===== config.mk =====
export PLATFORM = sky130hd
export DESIGN_NAME = dcache_tag_update_arbiter
export DESIGN_NICKNAME = d
export VERILOG_FILES = /design/src/rtl/dcache_tag_update_arbiter.sv
export SDC_FILE = /design/constraint.sdc
export NUM_CORES = 1
export LEC_CHECK = 0
export ABC_CLOCK_PERIOD_IN_PS = 2000
export CELL_PAD_IN_SITES_DETAIL_PLACEMENT = 0
export CELL_PAD_IN_SITES_GLOBAL_PLACEMENT = 1
export CORE_ASPECT_RATIO = 0.8
export CORE_UTILIZATION = 29
export CTS_CLUSTER_SIZE = 16
export DETAILED_ROUTE_END_ITERATION = 6
export GPL_ROUTABILITY_DRIVEN = 0
export MAX_ROUTING_LAYER = met4
export PLACE_DENSITY = 0.88
export SETUP_SLACK_MARGIN = 0.05
export SYNTH_ARGS = -nofsm -noshare
export SYNTH_HDL_FRONTEND = slang
export SYNTH_SLANG_ARGS = --single-unit

===== constraint.sdc =====
create_clock -name clk -period 2 [get_ports clk]
set_clock_uncertainty 0.1 [all_clocks]
set_input_delay 0.4 -clock clk [delete_from_list [all_inputs] [get_ports clk]]
set_output_delay 0.4 -clock clk [all_outputs]
set_load 0.02 [all_outputs]

===== src/rtl/dcache_tag_update_arbiter.sv =====
// Single writer of the L1D tag/valid port. It arbitrates L2 fills, single-line
// invalidates and a flush-all sweep, and drives a registered one-hot-or-zero write.
module dcache_tag_update_arbiter #(
  parameter int NUM_SETS  = 64,
  parameter int NUM_WAYS  = 4,
  parameter int TAG_WIDTH = 20,
  localparam int SET_W    = $clog2(NUM_SETS)
) (
  input  logic                 clk,
  input  logic                 reset,
  input  logic                 fill_en,
  input  logic [NUM_WAYS-1:0]  fill_way_oh,
  input  logic [SET_W-1:0]     fill_set,
  input  logic [TAG_WIDTH-1:0] fill_tag,
  input  logic                 fill_valid,
  input  logic                 inv_req,
  input  logic [NUM_WAYS-1:0]  inv_way_oh,
  input  logic [SET_W-1:0]     inv_set,
  output logic                 inv_ack,
  input  logic                 flush_req,
  output logic                 flush_busy,
  output logic                 flush_done,
  output logic [NUM_WAYS-1:0]  l2i_dtag_update_en_oh,
  output logic [SET_W-1:0]     l2i_dtag_update_set,
  output logic [TAG_WIDTH-1:0] l2i_dtag_update_tag,
  output logic                 l2i_dtag_update_valid
);

  localparam int WAY_W = $clog2(NUM_WAYS);
  localparam int CNT_W = $clog2(NUM_SETS * NUM_WAYS);
  localparam logic [CNT_W-1:0] LAST_CNT = CNT_W'(NUM_SETS * NUM_WAYS - 1);

  typedef enum logic [1:0] {
    IDLE  = 2'd0,
    SWEEP = 2'd1,
    DONE  = 2'd2
  } state_e;

  state_e               state_q, state_d;
  logic [CNT_W-1:0]     cnt_q, cnt_d;
  logic [NUM_WAYS-1:0]  en_oh_q, en_oh_d;
  logic [SET_W-1:0]     set_q, set_d;
  logic [TAG_WIDTH-1:0] tag_q, tag_d;
  logic                 valid_q, valid_d;

  logic same_line;
  logic sweep_grant;

  // A same-line collision is acked but never written: the fill data is newer.
  always_comb begin
    same_line   = (fill_set == inv_set) && (fill_way_oh == inv_way_oh);
    inv_ack     = reset && inv_req && (!fill_en || same_line);
    sweep_grant = (state_q == SWEEP) && !fill_en && !(inv_req && inv_ack);
  end

  // NOTE: every always_comb output gets a default first so no path infers a latch.
  always_comb begin
    en_oh_d = '0;
    set_d   = '0;
    tag_d   = '0;
    valid_d = 1'b0;
    if (fill_en) begin
      en_oh_d = fill_way_oh;
      set_d   = fill_set;
      tag_d   = fill_tag;
      valid_d = fill_valid;
    end else if (inv_req) begin
      en_oh_d = inv_way_oh;
      set_d   = inv_set;
    end else if (sweep_grant) begin
      en_oh_d = NUM_WAYS'(1) << cnt_q[WAY_W-1:0];
      set_d   = cnt_q[CNT_W-1:WAY_W];
    end
  end

  always_comb begin
    state_d = state_q;
    cnt_d   = cnt_q;
    unique case (state_q)
      IDLE: begin
        if (flush_req) begin
          state_d = SWEEP;
          cnt_d   = '0;
        end
      end
      SWEEP: begin
        // A lost arbitration simply holds the counter; the last grant wraps it to 0.
        if (sweep_grant) begin
          cnt_d = cnt_q + CNT_W'(1);
          if (cnt_q == LAST_CNT) state_d = DONE;
        end
      end
      DONE:    state_d = IDLE;
      default: state_d = IDLE;
    endcase
  end

  // NOTE: reset is synchronous and active-low; all state uses non-blocking assignments.
  always_ff @(posedge clk) begin
    if (!reset) begin
      state_q <= IDLE;
      cnt_q   <= '0;
      en_oh_q <= '0;
      set_q   <= '0;
      tag_q   <= '0;
      valid_q <= 1'b0;
    end else begin
      state_q <= state_d;
      cnt_q   <= cnt_d;
      en_oh_q <= en_oh_d;
      set_q   <= set_d;
      tag_q   <= tag_d;
      valid_q <= valid_d;
    end
  end

  assign flush_busy            = (state_q != IDLE);
  assign flush_done            = (state_q == DONE);
  assign l2i_dtag_update_en_oh = en_oh_q;
  assign l2i_dtag_update_set   = set_q;
  assign l2i_dtag_update_tag   = tag_q;
  assign l2i_dtag_update_valid = valid_q;

  a_fill_way_onehot : assert property (@(posedge clk) disable iff (!reset)
    fill_en |-> $onehot0(fill_way_oh));
  a_inv_way_onehot : assert property (@(posedge clk) disable iff (!reset)
    inv_req |-> $onehot0(inv_way_oh));
  a_out_onehot : assert property (@(posedge clk) disable iff (!reset)
    $onehot0(l2i_dtag_update_en_oh));

endmodule

# After elaboration in Yosys (flattened, before gate mapping)
# Cells that the tools add are included.
[op_classes]
addsub = 1
n_eq_ne = 8
shifts = 1
muxes = 13
reduce_logical = 15
[ops]
columns = ["op", "n"]
rows = [
  ["2-to-1 mux 6 bit", 3],
  ["2-to-1 mux 8 bit", 2],
  ["case mux 8 bit (2 select lines)", 1],
  ["2-to-1 mux 4 bit", 3],
  ["adder 8 x 1 -> 8 bit, second input constant", 1],
  ["equality test 8 bit, second input constant", 1],
  ["equality test 6 bit", 1],
  ["logical AND 1 bit", 6],
  ["2-to-1 mux 2 bit", 3],
  ["AND reduction 3 bit", 2],
  ["equality test 4 bit", 1],
  ["!= test 2 bit, second input constant", 2],
  ["case mux 2 bit (2 select lines)", 1],
  ["nonzero test 2 bit", 2],
  ["<< shifter 1 x 2 -> 4 bit, first input constant", 1],
  ["equality test 2 x 1 -> 1 bit, second input constant", 1],
  ["equality test 2 bit, second input constant", 1],
  ["logical NOT 1 bit", 2],
  ["logical NOT 2 bit", 1],
  ["!= test 2 x 1 -> 1 bit, second input constant", 1],
  ["AND reduction 2 bit", 1],
  ["logical OR 1 bit", 1],
]
[word_totals]
regBits = 41

# Longest topological paths before layout
# Gate-level depths: netlist (run 1).
[logic_depth]
word_depth = 10
depth_mapped = 5

# Least setup slack after synthesis (run 1)
# Ideal clock, no wire load.
[synth_path]
kind = "input-to-output"
from = "in reset"
to = "out inv_ack"
t_arrival_ns = 1.496
setup_slack_ns = 0.004
stages = 4
cell_sequence = "buf_2 -> nand2_1 -> or4_1 -> o22ai_1"
[synth_via]
elab_chain_len = 2
[synth_rtl]
columns = ["item", "line_no", "source"]
rows = [
  ["start, declared", "10", "input logic reset,"],
  ["logical AND 1 bit (2 in series)", "52", "inv_ack = reset && inv_req && (!fill_en || same_line);"],
  ["end, declared", "19", "output logic inv_ack,"],
]
# Every way passes these cells.

# Worst setup path in the final report (run 1)
[layout_path]
from = "in fill_set[5]"
to = "out inv_ack"
[layout_via]
elab_chain_len = 4
[layout_rtl]
columns = ["item", "line_no", "source"]
rows = [
  ["start, declared", "13", "input logic [SET_W-1:0] fill_set,"],
  ["equality test 6 bit", "51", "same_line = (fill_set == inv_set) && (fill_way_oh == inv_way_oh);"],
  ["logical AND 1 bit", "51", ""],
  ["logical OR 1 bit", "52", ""],
  ["logical AND 1 bit", "52", ""],
]
# Every way passes these cells.

==> results of run 1 <==
==> flip-flops by register name, indices dropped and copies added, names as in the netlist <==
register / count
l2i_dtag_update_valid: 1
l2i_dtag_update_en_oh: 4
state_q: 2
l2i_dtag_update_tag: 20
cnt_q: 8
l2i_dtag_update_set: 6
==> area by class of cell <==
cell class / count / area [µm²]
Multi-Input combinational cell: 117 / 807
Clock buffer: 5 / 68.8
Inverter: 5 / 18.8
Tap cell: 78 / 97.6
Clock inverter: 3 / 68.8
Fill cell: 529 / 2710
Timing Repair Buffer: 100 / 905
Sequential cell: 41 / 821
==> layer usage <==
layer / vias up / share of wire [%] / GRT usage (%)
met5: - / 0 / -
met4: 0 / 0.77 / 4.44
met3: 2 / 7.0 / 4.40
met2: 49 / 45 / 25.1
met1: 748 / 47 / 21.5
li1: 818 / - / -
==> placed cells by master, fill, tap and decap left out, types with 2 or more instances in the layout <==
| cell type | instances |
|---|---|
| or3_1 | 3 |
| clkbuf_2 | 5 |
| nand4b_1 | 3 |
| bufinv_16 | 2 |
| or4_1 | 2 |
| nand2b_1 | 3 |
| buf_6 | 4 |
| dlymetal6s2s_1 | 4 |
| nand3_1 | 3 |
| a21oi_1 | 5 |
| and3_1 | 22 |
| ha_1 | 4 |
| clkdlybuf4s50_1 | 54 |
| inv_1 | 5 |
| xnor2_1 | 4 |
| dfxtp_1 | 41 |
| buf_2 | 6 |
| dlygate4sd2_1 | 4 |
| xor2_1 | 6 |
| clkbuf_8 | 5 |
| nor2_1 | 13 |
| a221oi_1 | 10 |
| o21ai_0 | 13 |
| and4_1 | 2 |
| nand2_1 | 4 |
| o31ai_1 | 2 |
| buf_4 | 21 |
| o211ai_1 | 2 |
==> worst max path at each step <==
stage                             start      end  slack [ns]  cells after the start
after global routing        fill_set[5]  inv_ack        0.03                      5
after floorplan                   reset  inv_ack         0.1                      4
after detailed placement  inv_way_oh[0]  inv_ack       -0.79                      6
after CTS                   fill_set[2]  inv_ack        0.02                      6
after global placement       inv_set[5]  inv_ack       -0.77                      5
final                       fill_set[5]  inv_ack        0.07                      5
==> kinds of logic (layout without fill, tap and decap cells) <==
group | after synthesis | in the layout | share of synthesized area [%]
compound gates | 37 | 37 | 15.2
xor+xnor | 11 | 11 | 5.80
fa+ha+maj | 4 | 4 | 3.01
buf+inv | 15 | 113 | 3.54
flops | 41 | 41 | 49.4
simple gates | 65 | 65 | 23.0
==> synth_stat cells <==
cell	count	area share (%)
a21boi_2	1	0.68
a21oi_1	5	1.5
a21oi_4	1	0.98
a221oi_1	10	5.3
a31oi_1	1	0.38
and3_1	22	8.3
and4_1	2	1.1
buf_2	2	0.60
clkbuf_1	8	1.8
dfxtp_1	41	49
ha_1	4	3.0
inv_1	5	1.1
nand2_1	5	1.1
nand2b_1	3	1.1
nand3_1	3	0.90
nand3b_1	1	0.45
nand4_1	1	0.38
nand4b_1	3	1.6
nor2_1	13	2.9
nor2b_1	1	0.38
nor3_1	1	0.30
nor3b_1	1	0.45
nor3b_2	1	0.75
nor4_1	1	0.38
o211ai_1	2	0.90
o21ai_0	13	3.9
o21ai_1	1	0.30
o22ai_1	1	0.38
o31ai_1	2	0.90
or2_2	1	0.38
or3_1	3	1.1
or4_1	3	1.4
xnor2_1	4	2.1
xor2_1	7	3.7
==> worst min-delay path, delay by kind of cell <==
family | cells | cell delay [ns]
and+or+nand+nor | 1 | 0.10
buffers and inverters | 1 | 0.07
AOI/OAI and AO/OA | 1 | 0.07
==> power by group through the flow <==
stage,combinational (mW),sequential (mW),clock (mW)
5_1_grt,0.363,0.861,0.860
3_5_place_dp,0.345,0.877,0
4_1_cts,0.335,0.858,0.823
2_1_floorplan,0.0928,0.917,0
3_3_place_gp,0.344,0.877,0
6_report,0.337,0.858,0.806
==> metrics by stage <==
stage          hold slack (ns)  worst slack, ns  instances  util, %  power, mW
3_3_place_gp             0.382           -0.774        340     48.5       1.22
4_1_cts                  0.292           0.0233        348     50.4       2.02
6_report                 0.285           0.0670        349     50.7       2.00
3_5_place_dp             0.399           -0.792        340     48.5       1.22
2_1_floorplan            0.360           0.0982        173        -       1.01
5_1_grt                  0.307           0.0317        349     50.7       2.08
==> what timing repair did <==
action	4_1_cts	5_1_grt
buffers inserted	0	1
hold buffers	0	0
pin swaps	8	10
endpoints found under the setup margin	2	2
resized for setup	61	17
==> results.toml, run 1 <==
[timing]
finalCritPeriodShare_pct = 96.6
slew_headroom_pct = 55.6
finalHoldViolCount = 0
finalCriticalPeriod_ns = 1.93
max_freq_mhz = 517
final-setup-viol-count = 0
tightest_slew_ns = 0.664
rsz0062_at_grt = "yes"
tns_ns = 0
slew_violations = 0

[global_routing]
grt_first_pass_wirelength_um = 7470
grt_max_degree = 38
track_usage_pct = 16.5
antenna_found_initial = 0
grt_pass1_vias = 1564
grt_overflow = 0

[clock_network]
path_clk_slew_ns = 0.09
cts_tree = "built"
cts-htree-levels = 2
cts_buffer_depth = 2
cts-buffers-inserted = 5
insertion_delay_ns = 0.29
cts.sinks = 41
root_buffer = "clkbuf_8"

[power]
power.density_nw_per_um2 = 718
swShare_pct = 23.3
p_sw_mw = 0.466
clockPowerShare_pct = 40.3
power.leakage_nw = 1.20
p_comb_share_pct = 16.8
power_frac_seq_pct = 42.9
intPower_mw = 1.53
ir_drop_mv = 0.260

[run_status]
status = "complete, no violations"

[routing]
routed_wl_um = 4570
route.detailed.drc = 0
drt_iter0_markers = 104
firstDrtPassIters = 4
ant_nets = 0
wl_per_cell_um = 13.1
num_vias = 1617
viasPerCell = 4.63

[critical_path]
crit_chain = "buf_6, xor2_1, or4_4, o22ai_2, buf_6"
setup.worst_path.class = "primary input to primary output"
worst-path-buf-inv = 2
crit_path_top_delay_cell = "or4_4"
cp.required_ns = 1.50
cp-start-kind = "primary input"
path_delay_family = "simple AND/OR/NAND/NOR gates"
critPathArrivalTime_ns = 1.43
cp_slowest_stage_delay_ns = 0.51
crit_fanout = 2
r2r_slack_ns = 0.36
r2r-end = "cnt_q[4]"
reg2reg_depth = 6
cp-end-kind = "primary output"
path_common_cell = "buf_6"
r2r-start = "state_q[0]"

[finish]
fin_area_um2 = 2790
drive_gt1_share_pct = 19.9
syn_to_final_growth_pct = 67.8
antenna_cells = 0
finalNetCount = 320

[synthesis]
yosys_warnings = 0
synth_seq_area_share_pct = 49.4
netlist_instances = 173
syn_avg_cell_area_um2 = 9.60
ys_seq_elements = 41
syn_area_um2 = 1660
syn-num-nets = 223
synth_cell_types = 34

[placement]
placed_cell_area_um2 = 2670
dp_hpwl_um = 3310
io_buffers = 79

[min_path]
holdPathStages = 3
min_from = "inv_set[5]"
hold_end = "l2i_dtag_update_set[5]"
hold_path_class = "primary input to flip-flop"

[floorplan]
design.core.area_um2 = 5500
placementRows = 24
start_util_pct = 30.2
dieWidth_um = 86.6
ios = 80
fp.dieH_um = 69.7
die-area_um2 = 6030

[run]
maxCapViolations = 0
Power figures use the tool's default switching activity.
==> run 2, diff against run 1 <==
Settings changed: ABC_CLOCK_PERIOD_IN_PS 2000 to 2400, CORE_UTILIZATION 29 to 31, PLACE_DENSITY 0.88 to 0.93.
Clock period 2 ns to 2.4 ns, I/O delays scaled along.
==> results.toml, run 2 (synthesis gave the netlist of run 1 again) <==
[run_status]
status = "finished, violations left"
violations = "design-rule violations"

[global_routing]
grt_pass1_vias = 1422
grt_first_pass_wirelength_um = 6980
grt_overflow = 0
track_usage_pct = 16.4
antenna_found_initial = 0
grt_max_degree = 38

[timing]
final-setup-viol-count = 0
slew_headroom_pct = 57.0
finalCritPeriodShare_pct = 95.2
finalHoldViolCount = 0
max_freq_mhz = 438
slew_violations = 0
tightest_slew_ns = 0.643
rsz0062_at_grt = "no"
finalCriticalPeriod_ns = 2.29
tns_ns = 0

[clock_network]
cts_buffer_depth = 2
cts_tree = "built"
path_clk_slew_ns = 0.08
cts-htree-levels = 2
root_buffer = "clkbuf_8"
cts-buffers-inserted = 5
insertion_delay_ns = 0.30
cts.sinks = 41
ctsHoldBuffers = 0
postCtsSetupRepairBufs = 0

[critical_path]
cp.required_ns = 1.82
cp_slowest_stage_delay_ns = 0.53
r2r_slack_ns = 0.75
setup.worst_path.class = "primary input to primary output"
path_delay_family = "simple AND/OR/NAND/NOR gates"
crit_chain = "dlygate4sd2_1, xor2_1, or4_1, o22ai_2, buf_4"
worst-path-buf-inv = 2
critPathArrivalTime_ns = 1.71
cp-end-kind = "primary output"
crit_fanout = 2
cp-start-kind = "primary input"
crit_path_top_delay_cell = "or4_1"

[placement]
io_buffers = 79
placed_cell_area_um2 = 2580
dp_hpwl_um = 3150

[power]
p_comb_share_pct = 17.9
p_sw_mw = 0.377
swShare_pct = 25.2
power.leakage_nw = 1.11
clockPowerShare_pct = 34.1
intPower_mw = 1.12
power_frac_seq_pct = 48.0
power.density_nw_per_um2 = 558
ir_drop_mv = 0.216

[routing]
routed_wl_um = 4370
route.detailed.drc = 16
wl_per_cell_um = 13.5
viasPerCell = 4.91
firstDrtPassIters = 6
ant_nets = 0
drt_iter0_markers = 67
num_vias = 1590

[run]
maxCapViolations = 0

[floorplan]
dieWidth_um = 83.8
placementRows = 23
start_util_pct = 32.6
ios = 80
die-area_um2 = 5650
fp.dieH_um = 67.5
design.core.area_um2 = 5090

[finish]
antenna_cells = 0
drive_gt1_share_pct = 10.7
fin_area_um2 = 2680
syn_to_final_growth_pct = 61.4
final_common_cell = "clkdlybuf4s50_1"
final_cell_mix = "clkdlybuf4s50_1 (62), dfxtp_1 (41), and3_1 (22)"
finalNetCount = 311
largest_register_ffs = 20
fill_cells = 472

[min_path]
hold_path_class = "flip-flop to flip-flop"
-- run 2: cell types whose count changed in the layout (fill, tap and decap cells not counted), sizes merged --
| cell | before | now |
|---|---|---|
| clkdlybuf4s50 | 54 | 62 |
| dlymetal6s2s | 4 | 1 |
| dlygate4sd2 | 4 | 15 |
| clkdlybuf4s15 | 2 | 0 |
| buf | 31 | 13 |
| clkbuf | 10 | 7 |
| bufinv | 2 | 0 |
-- run 2: worst register-to-register path, stage by stage (launching register included) --
cell,delay [ns]
dfxtp_1,0.43
nand2b_1,0.22
a21boi_2,0.18
buf_4,0.18
or3_1,0.34
a21oi_1,0.13
-- run 2: what timing repair did --
item | in CTS | in global routing
setup endpoints to repair | 1 | 1
pin swaps | 3 | 3
cloned | 0 | 0
gates resized for setup | 21 | 3
-- run 2: power by group through the flow --
stage	registers, mW	logic, mW	clock network (mW)
after floorplan	0.764	0.0766	0
after global placement	0.733	0.273	0
after detailed placement	0.734	0.274	0
after CTS	0.718	0.267	0.522
after global routing	0.721	0.288	0.558
final	0.718	0.268	0.511
-- run 2: through the flow --
| step | hold WS (ns) | total power, mW | worst slack (ns) | instances | util, % |
|---|---|---|---|---|---|
| final | 0.400 | 1.50 | 0.115 | 324 | 52.6 |
| after detailed placement | 0.385 | 1.01 | -0.549 | 316 | 50.6 |
| after global routing | 0.442 | 1.57 | 0.0693 | 324 | 52.6 |
| after CTS | 0.398 | 1.51 | 0.0529 | 324 | 52.3 |
| after global placement | 0.380 | 1.01 | -0.521 | 316 | 50.6 |
| after floorplan | 0.360 | 0.841 | 0.244 | 173 | - |
-- run 2: layer usage --
layer	vias up	wire, µm	global-route usage (%)
met5	-	0	-
met4	0	55	5.82
met1	721	2190	22.3
li1	801	-	-
met3	6	264	4.28
met2	62	1860	23.5
-- run 2: path summary, 6_finish.rpt --
kind / from / end / cells past startpoint
max: inv_set[5] / inv_ack / 5
max reg2reg: state_q[0] / cnt_q[2] / 5
min: cnt_q[5] / cnt_q[5] / 2
min reg2reg: cnt_q[5] / cnt_q[5] / 2
-- run 2: cell type report --
cell class / instances / area, µm² / share of cell area (%)
Clock buffer: 7 / 96.3 / 3.59
Clock inverter: 1 / 8.76 / 0.327
Inverter: 5 / 18.8 / 0.700
Multi-Input combinational cell: 117 / 796 / 29.7
Sequential cell: 41 / 821 / 30.6
Tap cell: 62 / 77.6 / 2.89
Timing Repair Buffer: 91 / 862 / 32.2
